<file path="src/rtl/spmm_pkg.sv">
`default_nettype none
// ============================================================================
//  Module      : spmm_pkg
//  Description : Shared defaults, lane type and ceil-log2 helper for the
//                segmented reduction unit.
//  Revision    : 1.0 - initial release
// ============================================================================
package spmm_pkg;

  localparam int c_default_n = 16;  // lane count
  localparam int c_default_w = 8;   // element width in bits

  // One lane operand at the default element width
  typedef logic [c_default_w-1:0] lane_t;

  // Ceiling log2 for elaboration-time sizing (value >= 1)
  function automatic int spmm_clog2(input int value);
    int r;
    r = 0;
    while ((1 << r) < value) r++;
    return r;
  endfunction

endpackage
`default_nettype wire

</file>
<file path="src/rtl/seg_scan_stage.sv">
`default_nettype none
// ============================================================================
//  Module      : seg_scan_stage
//  Description : One registered step of a segmented Hillis-Steele scan at
//                lane distance D. A lane j >= D whose flag is clear absorbs
//                the value and flag of lane j-D; every other lane passes.
//                Build option: SEG_RED_SAT_EN selects unsigned saturating
//                addition instead of modulo-2^W wrap.
//  Revision    : 1.0 - initial release
//  Ports       : clock, reset   - clock, async active-high reset
//                advance        - stage load enable (global pipeline move)
//                in_valid/data/flag/idx   - previous stage contents
//                out_valid/data/flag/idx  - registered stage contents
// ============================================================================
module seg_scan_stage
  import spmm_pkg::*;
#(
  parameter int N   = c_default_n,
  parameter int W   = c_default_w,
  parameter int LGN = spmm_clog2(N),
  parameter int D   = 1
) (
  input  logic                    clock,
  input  logic                    reset,
  input  logic                    advance,
  input  logic                    in_valid,
  input  logic [N-1:0][W-1:0]     in_data,
  input  logic [N-1:0]            in_flag,
  input  logic [N-1:0][LGN-1:0]   in_idx,
  output logic                    out_valid,
  output logic [N-1:0][W-1:0]     out_data,
  output logic [N-1:0]            out_flag,
  output logic [N-1:0][LGN-1:0]   out_idx
);

  function automatic logic [W-1:0] lane_add(input logic [W-1:0] a,
                                            input logic [W-1:0] b);
`ifdef SEG_RED_SAT_EN
    logic [W:0] s;
    s = {1'b0, a} + {1'b0, b};
    return s[W] ? {W{1'b1}} : s[W-1:0];
`else
    return a + b;
`endif
  endfunction

  logic [N-1:0][W-1:0] w_data;
  logic [N-1:0]        w_flag;

  // A set flag means the lane's window already reaches its segment head,
  // so it must not accumulate anything further to its left.
  always_comb begin
    w_data = in_data;
    w_flag = in_flag;
    for (int j = D; j < N; j++) begin
      if (!in_flag[j]) begin
        w_data[j] = lane_add(in_data[j], in_data[j-D]);
        w_flag[j] = in_flag[j] | in_flag[j-D];
      end
    end
  end

  always_ff @(posedge clock or posedge reset) begin
    if (reset) begin
      out_valid <= 1'b0;
      out_data  <= '0;
      out_flag  <= '0;
      out_idx   <= '0;
    end else if (advance) begin
      out_valid <= in_valid;
      out_data  <= w_data;
      out_flag  <= w_flag;
      out_idx   <= in_idx;
    end
  end

endmodule
`default_nettype wire

</file>
<file path="src/rtl/seg_red_unit.sv">
`default_nettype none
// ============================================================================
//  Module      : seg_red_unit
//  Description : Pipelined segmented reduction. LGN scan stages compute the
//                segmented inclusive prefix sum, then a gather stage picks
//                out_data[i] = scan[out_idx[i]]. Latency LGN+1, one vector
//                per cycle, whole pipeline stalls on output backpressure.
//                Build option: SEG_RED_SAT_EN (saturating sums).
//  Revision    : 1.0 - initial release
//  Ports       : clock, reset           - clock, async active-high reset
//                in_valid / in_ready    - input handshake
//                data, split, out_idx   - lane operands, segment ends, gather
//                out_valid / out_ready  - output handshake
//                out_data               - gathered segment sums
//                occupancy              - vectors in flight (0..LGN+1)
// ============================================================================
module seg_red_unit
  import spmm_pkg::*;
#(
  parameter  int N   = c_default_n,
  parameter  int W   = c_default_w,
  localparam int LGN = spmm_clog2(N)
) (
  input  logic                    clock,
  input  logic                    reset,
  input  logic                    in_valid,
  output logic                    in_ready,
  input  logic [N-1:0][W-1:0]     data,
  input  logic [N-1:0]            split,
  input  logic [N-1:0][LGN-1:0]   out_idx,
  output logic                    out_valid,
  input  logic                    out_ready,
  output logic [N-1:0][W-1:0]     out_data,
  output logic [LGN+1:0]          occupancy
);

  logic                  w_advance;
  logic                  w_accept;
  logic                  w_drain;
  logic                  w_valid [0:LGN];
  logic [N-1:0][W-1:0]   w_vec   [0:LGN];
  logic [N-1:0]          w_flag  [0:LGN];
  logic [N-1:0][LGN-1:0] w_idx   [0:LGN];
  logic                  w_unused_bits;

  logic                  r_out_valid;
  logic [N-1:0][W-1:0]   r_out_data;
  logic [LGN+1:0]        r_occupancy;

  assign w_advance = !r_out_valid || out_ready;
  assign w_accept  = in_valid && w_advance;
  assign w_drain   = r_out_valid && out_ready;

  // Stage-0 view of the input: lane j heads a segment when the previous
  // lane closed one. split[N-1] only closes the final segment, which the
  // vector boundary closes anyway; the final flags are not needed either.
  assign w_valid[0] = in_valid;
  assign w_vec[0]   = data;
  assign w_flag[0]  = {split[N-2:0], 1'b1};
  assign w_idx[0]   = out_idx;
  assign w_unused_bits = ^{split[N-1], w_flag[LGN]};

  generate
    for (genvar k = 0; k < LGN; k++) begin : g_stage
      seg_scan_stage #(
        .N   (N),
        .W   (W),
        .LGN (LGN),
        .D   (1 << k)
      ) u_stage (
        .clock     (clock),
        .reset     (reset),
        .advance   (w_advance),
        .in_valid  (w_valid[k]),
        .in_data   (w_vec[k]),
        .in_flag   (w_flag[k]),
        .in_idx    (w_idx[k]),
        .out_valid (w_valid[k+1]),
        .out_data  (w_vec[k+1]),
        .out_flag  (w_flag[k+1]),
        .out_idx   (w_idx[k+1])
      );
    end
  endgenerate

  // Gather stage doubles as the output register
  always_ff @(posedge clock or posedge reset) begin
    if (reset) begin
      r_out_valid <= 1'b0;
      r_out_data  <= '0;
    end else if (w_advance) begin
      r_out_valid <= w_valid[LGN];
      for (int i = 0; i < N; i++) begin
        r_out_data[i] <= w_vec[LGN][w_idx[LGN][i]];
      end
    end
  end

  always_ff @(posedge clock or posedge reset) begin
    if (reset) begin
      r_occupancy <= '0;
    end else if (w_accept && !w_drain) begin
      r_occupancy <= r_occupancy + {{(LGN+1){1'b0}}, 1'b1};
    end else if (!w_accept && w_drain) begin
      r_occupancy <= r_occupancy - {{(LGN+1){1'b0}}, 1'b1};
    end
  end

  assign in_ready  = w_advance;
  assign out_valid = r_out_valid;
  assign out_data  = r_out_data;
  assign occupancy = r_occupancy;

endmodule
`default_nettype wire

</file>
<file path="config.mk">
export PLATFORM = sky130hd
export DESIGN_NAME = seg_red_unit
export DESIGN_NICKNAME = d
export VERILOG_FILES = /design/src/rtl/spmm_pkg.sv /design/src/rtl/seg_scan_stage.sv /design/src/rtl/seg_red_unit.sv
export SDC_FILE = /design/constraint.sdc
export NUM_CORES = 2
export LEC_CHECK = 0
export CAP_MARGIN = 40
export CORE_MARGIN = 5
export CORE_UTILIZATION = 40
export CTS_CLUSTER_DIAMETER = 50
export DETAILED_ROUTE_END_ITERATION = 12
export GPL_TIMING_DRIVEN = 0
export SYNTH_ARGS = -nofsm -noshare
export SYNTH_HDL_FRONTEND = slang
export SYNTH_HIERARCHICAL = 1
export SYNTH_SLANG_ARGS = --single-unit
</file>
<file path="constraint.sdc">
create_clock -name clock -period 6.5 [get_ports clock]
set_input_delay 0.975 -clock clock [delete_from_list [all_inputs] [get_ports clock]]
set_output_delay 0.975 -clock clock [all_outputs]
set_load 0.005 [all_outputs]
</file>
==> impl_metrics.xml <==
<?xml version="1.0" encoding="UTF-8"?>
<metrics>
  <group name="power">
    <metric name="swShare" unit="%">46.5</metric>
    <metric name="p_sw" unit="mW">23.3</metric>
    <metric name="seqPwrFrac" unit="%">27.0</metric>
    <metric name="power.density_cell_area" unit="mW/mm2">611</metric>
    <metric name="report.power.total" unit="mW">50.2</metric>
    <metric name="leakagePower" unit="nW">33.5</metric>
    <metric name="power_report.internal_total" unit="mW">26.9</metric>
    <metric name="share_clk_of_total_power" unit="%">14.8</metric>
    <metric name="peakVddDrop" unit="V">0.000287</metric>
    <metric name="power.share.combinational" unit="%">58.2</metric>
  </group>
  <group name="route">
    <metric name="via_count" unit="">58400</metric>
    <metric name="drt_drc_violations_left" unit="">0</metric>
    <metric name="average_wire_per_standard_cell" unit="um">32.6</metric>
    <metric name="vias_per_cell" unit="">6.33</metric>
    <metric name="first_iter_violations" unit="">5224</metric>
    <metric name="antenna_left" unit="">0</metric>
    <metric name="detail_route.first_pass.iterations" unit="">6</metric>
    <metric name="totalWireLength" unit="um">301000</metric>
  </group>
  <group name="global_route">
    <metric name="wire_length_of_the_first_global_routing_pass" unit="um">427000</metric>
    <metric name="grt_pass1_vias" unit="">58300</metric>
    <metric name="antenna_violations_before_repair" unit="">26</metric>
    <metric name="grt_overflow_total" unit="">0</metric>
    <metric name="pin_count_of_the_biggest_net_entering_global_routing" unit="">119</metric>
    <metric name="groute.usage.overall" unit="%">32.1</metric>
  </group>
  <group name="die">
    <metric name="num_io_pins" unit="">348</metric>
    <metric name="core_region_area" unit="mm2">0.174</metric>
    <metric name="starting_density_of_the_core" unit="%">40.2</metric>
    <metric name="die_width" unit="um">428</metric>
    <metric name="dieHeight" unit="um">428</metric>
    <metric name="num_rows" unit="">153</metric>
    <metric name="die_area" unit="mm2">0.183</metric>
  </group>
  <group name="cts">
    <metric name="maximum_count_of_clock_buffers_along_a_single_path" unit="">3</metric>
    <metric name="tritoncts" unit="">built</metric>
    <metric name="numClockSinks" unit="">941</metric>
    <metric name="cts_resized" unit="">0</metric>
    <metric name="total_number_of_h_tree_levels" unit="">4</metric>
    <metric name="clk_latency" unit="ps">820</metric>
    <metric name="cts-hold-fix-buffers" unit="">0</metric>
    <metric name="postCtsSetupRepairBufs" unit="">0</metric>
    <metric name="numCtsBuffers" unit="">132</metric>
    <metric name="clk_transition_reported_paths" unit="ps">60</metric>
    <metric name="root_buffer" unit="">sky130_fd_sc_hd__clkbuf_16</metric>
  </group>
  <group name="sta">
    <metric name="clock.fmax" unit="MHz">216</metric>
    <metric name="hold_violations" unit="">0</metric>
    <metric name="tightest_slew" unit="ps">1130</metric>
    <metric name="rsz0062_at_grt" unit="">false</metric>
    <metric name="setup-violations-final" unit="">0</metric>
    <metric name="final_max_slew_viol_count" unit="">0</metric>
    <metric name="timing.hold.ws" unit="ps">481</metric>
    <metric name="slew_headroom" unit="%">24.8</metric>
    <metric name="finalCriticalPeriod" unit="ps">4640</metric>
    <metric name="skew" unit="ps">40.4</metric>
    <metric name="final_min_period_over_clock_period" unit="%">71.4</metric>
  </group>
  <group name="finish">
    <metric name="final_core_utilization" unit="%">47.3</metric>
    <metric name="final_area" unit="mm2">0.0822</metric>
    <metric name="layout.cells.most_common" unit="">sky130_fd_sc_hd__dfrtp_1</metric>
    <metric name="final_cell_count_without_fillers" unit="">9223</metric>
    <metric name="layout-area-overhead-vs-synth" unit="%">17.6</metric>
    <metric name="num-fill-cells" unit="">16200</metric>
    <metric name="nNetsFinal" unit="">7393</metric>
    <metric name="layout-drive-gt1-share" unit="%">19.3</metric>
    <metric name="commonest_cells_after_routing_fill_and_taps_aside" unit="">sky130_fd_sc_hd__dfrtp_1, sky130_fd_sc_hd__a21oi_1, sky130_fd_sc_hd__mux2_2, sky130_fd_sc_hd__nor2_1, sky130_fd_sc_hd__clkbuf_1</metric>
  </group>
  <group name="place">
    <metric name="place_hpwl" unit="um">234000</metric>
    <metric name="gp_routability_congestion" unit="">1.05</metric>
    <metric name="port_buffers" unit="">338</metric>
    <metric name="placed_cells" unit="">8955</metric>
    <metric name="detailed_place.area" unit="mm2">0.0774</metric>
  </group>
  <group name="synthesis">
    <metric name="synthesis.area" unit="mm2">0.0699</metric>
    <metric name="yosys_warning_total" unit="">6</metric>
    <metric name="synthesis.nets" unit="">6818</metric>
    <metric name="avgSynthCellArea" unit="um2">11.3</metric>
    <metric name="post_synthesis_instance_total" unit="">6208</metric>
  </group>
  <group name="worst_setup_path">
    <metric name="startpoint_type" unit="">primary input</metric>
    <metric name="type_of_the_worst_setup_path" unit="">in2reg</metric>
    <metric name="critical_path.max_fanout" unit="">17</metric>
    <metric name="arrival" unit="ps">5290</metric>
    <metric name="critPathCaptureType" unit="">flip-flop</metric>
    <metric name="cp_data_required_time" unit="ps">7150</metric>
    <metric name="ff2ff_path_depth" unit="">13</metric>
  </group>
  <group name="job">
    <metric name="max_cap_viols" unit="">0</metric>
  </group>
  <group name="min_path">
    <metric name="timing.hold.worst.class" unit="">reg2reg</metric>
    <metric name="worstHoldPathCells" unit="">1</metric>
  </group>
  <group name="run_status">
    <metric name="outcome" unit="">finished, final reports clean</metric>
  </group>
</metrics>
==> power groups by stage <==
| stage | Combinational [mW] | Sequential, mW | Clock (mW) |
|---|---|---|---|
| floorplan | 19.7 | 10.3 | 0 |
| global placement | 27.2 | 13.3 | 0 |
| detailed placement | 28.1 | 13.4 | 0 |
| CTS | 28.2 | 13.3 | 7.56 |
| global route | 30.9 | 13.6 | 7.79 |
| finish | 29.2 | 13.6 | 7.43 |
==> critical path: stages <==
cell	delay, ps
sky130_fd_sc_hd__clkdlybuf4s50_1	490
sky130_fd_sc_hd__nand2b_1	110
sky130_fd_sc_hd__clkbuf_1	220
sky130_fd_sc_hd__clkbuf_1	210
sky130_fd_sc_hd__buf_8	200
sky130_fd_sc_hd__clkbuf_2	490
sky130_fd_sc_hd__buf_12	290
sky130_fd_sc_hd__clkbuf_1	150
sky130_fd_sc_hd__buf_6	180
sky130_fd_sc_hd__buf_4	280
sky130_fd_sc_hd__buf_2	540
sky130_fd_sc_hd__buf_2	450
sky130_fd_sc_hd__buf_2	450
sky130_fd_sc_hd__a21oi_1	130
==> metrics by stage <==
stage               setup TNS (ps)  setup slack [ps]
floorplan                        0              42.6
global placement          -1585710             -3030
detailed placement               0              1020
CTS                              0              1870
global route                     0              1810
finish                           0              1860
==> sequential cells by signal, summed over array words and instances, names as in the netlist <==
signal                     flops
g_stage.u_stage/out_idx      256
out_valid                      1
out_data                     128
g_stage.u_stage/out_valid      4
occupancy                      6
g_stage.u_stage/out_data     512
g_stage.u_stage/out_flag      34
==> layout make-up <==
cell class / count / area (um2) / share of cell area [%]
antenna: 10 / 25.0 / 0.0304
inverter: 138 / 546 / 0.664
buffer: 543 / 2970 / 3.61
clock buffer: 166 / 3620 / 4.40
multi-input combinational: 4586 / 42900 / 52.2
timing repair buffer: 441 / 4770 / 5.80
clock inverter: 73 / 937 / 1.14
tap: 2325 / 2910 / 3.54
sequential: 941 / 23500 / 28.6
==> final timing paths <==
check	slack (ps)	to	startpoint
max in group asynchronous	3580	g_stage[1].u_stage/out_valid	reset
min	480	g_stage[2].u_stage/out_idx[14]	g_stage[1].u_stage/out_idx[14]
max	1860	g_stage[0].u_stage/out_data[12]	out_ready
min in group asynchronous	1120	out_data[60]	reset
max reg2reg	2160	g_stage[0].u_stage/out_data[12]	out_valid
min reg2reg	480	g_stage[2].u_stage/out_idx[14]	g_stage[1].u_stage/out_idx[14]
==> routing by layer <==
layer	wire [um]	global-route usage, %
met5	78	0
met4	29600	24.7
met3	26000	9.64
met2	136000	50.8
met1	109000	36.5
No activity file was read; power rests on OpenSTA's default activity.
